File: config.mk
export PLATFORM = sky130hd
export DESIGN_NAME = div_issue_ctrl
export DESIGN_NICKNAME = d
export VERILOG_FILES = /design/src/rtl/div_issue_ctrl.sv
export SDC_FILE = /design/constraint.sdc
export NUM_CORES = 1
export LEC_CHECK = 0
export CAP_MARGIN = 5
export CORE_MARGIN = 3
export CORE_UTILIZATION = 45
export CTS_CLUSTER_DIAMETER = 40
export CTS_CLUSTER_SIZE = 8
export DETAILED_ROUTE_END_ITERATION = 8
export DONT_BUFFER_PORTS = 1
export GPL_TIMING_DRIVEN = 1
export SLEW_MARGIN = 30
export SYNTH_ARGS = -nofsm -noshare
export SYNTH_HDL_FRONTEND = slang
export SYNTH_SLANG_ARGS = --single-unit
File: constraint.sdc
create_clock -name clk -period 6.36 [get_ports clk]
set_input_delay 1.272 -clock clk [delete_from_list [all_inputs] [get_ports clk]]
set_output_delay 1.272 -clock clk [all_outputs]
set_load 0.005 [all_outputs]
File: src/rtl/div_issue_ctrl.sv
// EX-stage issue controller for the iterative divider: stalls EX, launches the divider and returns the result.
// Optional last-result cache enabled by defining DIV_RESULT_CACHE_EN.
module div_issue_ctrl #(
  parameter int WIDTH = 32
) (
  input  logic             clk,
  input  logic             rst,
  input  logic             req_valid,
  input  logic [1:0]       req_op,
  input  logic [WIDTH-1:0] req_rs1,
  input  logic [WIDTH-1:0] req_rs2,
  input  logic             flush,
  output logic             stall,
  output logic             res_valid,
  output logic [WIDTH-1:0] res_data,
  output logic             div_start,
  output logic [WIDTH-1:0] div_dividend,
  output logic [WIDTH-1:0] div_divisor,
  output logic             div_sign,
  input  logic             div_busy,
  input  logic [WIDTH-1:0] div_quotient,
  input  logic [WIDTH-1:0] div_remainder
);

  localparam logic [WIDTH-1:0] MIN_NEG = {1'b1, {(WIDTH-1){1'b0}}};

  typedef enum logic [2:0] {S_IDLE, S_ISSUE, S_WAIT, S_DONE, S_DRAIN} state_t;

  state_t           r_state;
  state_t           w_next;
  logic             r_op_rem;
  logic             r_div_start;
  logic             r_div_sign;
  logic [WIDTH-1:0] r_dividend;
  logic [WIDTH-1:0] r_divisor;
  logic [WIDTH-1:0] r_result;

  logic             w_accept;
  logic             w_div_zero;
  logic             w_ovf;
  logic             w_hit;
  logic             w_fast;
  logic             w_capture;
  logic [WIDTH-1:0] w_fast_res;

  assign w_accept   = (r_state == S_IDLE) & req_valid & ~flush;
  assign w_div_zero = (req_rs2 == '0);
  assign w_ovf      = ~req_op[0] & (req_rs1 == MIN_NEG) & (req_rs2 == '1);
  assign w_fast     = w_div_zero | w_ovf | w_hit;
  assign w_capture  = (r_state == S_WAIT) & ~flush & ~div_busy;

`ifdef DIV_RESULT_CACHE_EN
  logic             r_c_valid;
  logic             r_c_sign;
  logic [WIDTH-1:0] r_c_rs1;
  logic [WIDTH-1:0] r_c_rs2;
  logic [WIDTH-1:0] r_c_quot;
  logic [WIDTH-1:0] r_c_rem;

  assign w_hit = r_c_valid & (r_c_rs1 == req_rs1) & (r_c_rs2 == req_rs2)
               & (r_c_sign == ~req_op[0]);

  // Only completed, non-flushed divider runs are remembered.
  always_ff @(posedge clk or posedge rst) begin
    if (rst) begin
      r_c_valid <= 1'b0;
      r_c_sign  <= 1'b0;
      r_c_rs1   <= '0;
      r_c_rs2   <= '0;
      r_c_quot  <= '0;
      r_c_rem   <= '0;
    end else if (w_capture) begin
      r_c_valid <= 1'b1;
      r_c_sign  <= r_div_sign;
      r_c_rs1   <= r_dividend;
      r_c_rs2   <= r_divisor;
      r_c_quot  <= div_quotient;
      r_c_rem   <= div_remainder;
    end
  end
`else
  assign w_hit = 1'b0;
`endif

  always_comb begin
    w_fast_res = '0;
    if (w_div_zero) begin
      w_fast_res = req_op[1] ? req_rs1 : '1;
    end else if (w_ovf) begin
      w_fast_res = req_op[1] ? '0 : MIN_NEG;
    end
`ifdef DIV_RESULT_CACHE_EN
    else if (w_hit) begin
      w_fast_res = req_op[1] ? r_c_rem : r_c_quot;
    end
`endif
  end

  always_comb begin
    w_next = r_state;
    case (r_state)
      S_IDLE:  if (w_accept) w_next = w_fast ? S_DONE : S_ISSUE;
      S_ISSUE: w_next = flush ? S_DRAIN : S_WAIT;
      S_WAIT: begin
        if (flush)          w_next = S_DRAIN;
        else if (!div_busy) w_next = S_DONE;
      end
      S_DONE:  w_next = S_IDLE;
      // The divider cannot be aborted, so let it run out before accepting again.
      S_DRAIN: if (!div_busy) w_next = S_IDLE;
      default: w_next = S_IDLE;
    endcase
  end

  always_ff @(posedge clk or posedge rst) begin
    if (rst) begin
      r_state     <= S_IDLE;
      r_op_rem    <= 1'b0;
      r_div_start <= 1'b0;
      r_div_sign  <= 1'b0;
      r_dividend  <= '0;
      r_divisor   <= '0;
      r_result    <= '0;
    end else begin
      r_state     <= w_next;
      r_div_start <= w_accept & ~w_fast;
      // Operands only change on a launch so they stay stable for the whole divider run.
      if (w_accept && !w_fast) begin
        r_op_rem   <= req_op[1];
        r_div_sign <= ~req_op[0];
        r_dividend <= req_rs1;
        r_divisor  <= req_rs2;
      end
      if (w_accept && w_fast) begin
        r_result <= w_fast_res;
      end else if (w_capture) begin
        r_result <= r_op_rem ? div_remainder : div_quotient;
      end
    end
  end

  assign stall        = req_valid & (r_state != S_DONE) & ~rst;
  assign res_valid    = (r_state == S_DONE);
  assign res_data     = r_result;
  assign div_start    = r_div_start;
  assign div_dividend = r_dividend;
  assign div_divisor  = r_divisor;
  assign div_sign     = r_div_sign;

endmodule

==> impl_metrics.tcl <==
set metrics [dict create \
    outcome "finished, final reports clean" \
    cts_buffer_depth 2 \
    synth-adder-area-share_pct 0 \
    yosysSeqAreaShare_pct 51.1 \
    setup_viol 0 \
    crit_buf_inv 1 \
    irDropWorstVdd_mv 0.186 \
    max_freq_ghz 0.327 \
    coreArea_um2 10600 \
    crit_slowest_cell "or4b_1" \
    cpPeakStageDelay_ns 0.50 \
    seqCellArea_um2 2550 \
    power_density_nw_per_um2 375 \
    ant_nets 0 \
    vias 3581 \
    synthMuxAreaShare_pct 23.4 \
    die_h_um 111 \
    synthTopCellsByArea "dfrtp_1 (51%), mux2_4 (8.4%), mux2_2 (8.3%)" \
    path_clk_slew_ns 0.10 \
    syn_nets 575 \
    worst_path_dominant_cell_family "simple AND/OR/NAND/NOR gates" \
    io_pins 235 \
    via_per_inst 6.30 \
    synth_top_family_by_area "multiplexers" \
    routed_wl_um 14400 \
    portBuffers 0 \
    drc 0 \
    routabilityCongestion 0.784 \
    postCtsHoldBufs 0 \
    antenna_found_initial 0 \
    setup_tns_ns 0 \
    synth_area_per_cell_um2 11.4 \
    yosys.area_share.xor_xnor_pct 0 \
    endpoint_kind "flip-flop" \
    drive_above_1_share_pct 21.3 \
    final_common_cell "dfrtp_1" \
    p_int_mw 1.38 \
    ys_ff_latch 102 \
    rows 37 \
    yosysWarnings 0 \
    cts_root_buf "clkbuf_8" \
    synth_top_area_share_pct 51.1 \
    switching_power_uw 607 \
    diodes 0 \
    area_growth_syn_to_layout_pct 6.16 \
    dieArea_um2 12400 \
    gr-usage-all-layers_pct 22.6 \
    grt_pass1_vias 3651 \
    maxSlewHeadroom_pct 39.3 \
    htree_levels 3 \
    grt_pass1_wl_um 21900 \
    fin_skew_ns 0.00737 \
    routedWlPerCell_um 25.4 \
    cts_made_buffers 9 \
    dr.pass1.iters 4 \
    fin_crit_sh_pct 48.1 \
    switching_share_pct 30.5 \
    post-synth-top-area-cell "dfrtp_1" \
    fill_cells 988 \
    p_leak_nw 2.21 \
    critPathKind "in -> reg" \
    initial_utilization_pct 47.4 \
    cts_resized 0 \
    comb_power_share_pct 20.6 \
    synth.distinct_cells 35 \
    crit_fanout 44 \
    drt_iter0_drc 261 \
    hold_path_class "reg -> reg" \
    finalHoldViolations 0 \
    dp_hpwl_um 10900 \
    layout_min_cycle_time_ns 3.06 \
    worstPathRequired_ns 6.61 \
    clkPwrFrac_pct 23.2 \
    multi_input_area_um2 2300 \
    cts_sinks 102 \
    grt_max_degree 80 \
    crit_chain "or4b_1, nor4_1, nand4_1, nor2_1, nor3_2, buf_4, mux2_4" \
    insertion_delay_ns 0.36 \
    rsz0062_at_grt "no" \
    critPathLaunchType "input port" \
    die_w_um 111 \
    post_cts_buffers 0 \
    layout_common_cells "dfrtp_1 (101), nor2_1 (67), mux2_2 (37)" \
    tightest_slew_ns 0.910 \
    cts_tree "yes" \
    worstPathArrival_ns 3.31 \
    nets 562 \
    synth_compound_area_share_pct 8.21 \
    finalInstanceArea_um2 5310 \
    seqPwrFrac_pct 56.2 \
    power_mw 1.99 \
    yosys.area_share.simple_pct 14.3 \
    post_dp_cell_area_um2 5080 \
    maxCapViolations 0 \
    postSynthCellCount 440 \
    grt_overflow 0 \
    holdWs_ns 0.543 \
    maxSlewViolCount 0 \
    netlist_area_um2 5000 \
]
worst paths after layout:
kind | cells after the start | to | from | slack, ns
max | 7 | div_divisor[2] | req_rs1[18] | 3.30
min | 1 | div_dividend[31] | div_dividend[31] | 0.54
max reg2reg | 4 | res_data[20] | r_state[0] | 4.04
min reg2reg | 1 | div_dividend[31] | div_dividend[31] | 0.54
max in group asynchronous | 2 | r_op_rem | rst | 4.60
min in group asynchronous | 1 | div_divisor[5] | rst | 0.72
power groups by stage:
stage / Clock (mW) / Combinational [mW] / Sequential, mW
2_1_floorplan: 0 / 0.401 / 1.02
3_3_place_gp: 0 / 0.396 / 1.13
3_5_place_dp: 0 / 0.417 / 1.14
4_1_cts: 0.477 / 0.414 / 1.13
5_1_grt: 0.506 / 0.453 / 1.15
6_report: 0.462 / 0.409 / 1.12
area by class of cell:
cell class | count | share of cell area [%]
inverters | 4 | 0.330
flip-flops and latches | 102 | 48.1
multi-input cells | 306 | 43.4
repair buffers | 4 | 0.637
clock buffers | 10 | 2.59
well taps | 136 | 3.21
clock inverters | 6 | 1.74
state kept, by name (all words and copies together) (netlist names):
name	flops
r_op_rem	1
div_dividend	32
div_sign	1
div_start	1
res_data	32
r_state	3
div_divisor	32
through the flow:
stage,setup WS [ns],util (%),instances
CTS,3.28,50.3,568
global placement,2.71,48.0,552
detailed placement,2.88,48.1,552
floorplan,2.41,-,440
finish,3.30,50.3,568
global route,3.19,50.3,568
per-layer routing:
metal	global-route usage [%]	part of all wire, %	wire [um]	up-vias
met1	27.4	39	5590	1765
li1	-	-	-	1599
met2	38.0	50	7190	209
met5	0	0	0	-
met3	8.70	11	1550	8
met4	6.16	0.80	116	0
Yosys cell counts, drive strengths merged:
master,count
o22ai,31
mux2i,33
nor4b,1
o41a,1
nand3,1
a21oi,31
and3,1
or3,1
dfrtp,102
o21a,1
mux2,65
nor3b,2
buf,13
nor3,6
o21ai,2
or4b,2
nor2,67
or4,4
nor4,21
and4,1
a211oi,1
nand2,7
nand3b,2
clkbuf,15
nand4b,5
a31oi,1
inv,4
nor4bb,1
nand4,16
a2111oi,1
o211a,1
logic make-up after synthesis:
logic type	Yosys count
and+or+nand+nor	138
DFF	102
muxes	98
AOI/OAI and AO/OA	70
buffers and inverters	32
No activity file was read; power rests on OpenSTA's default activity.
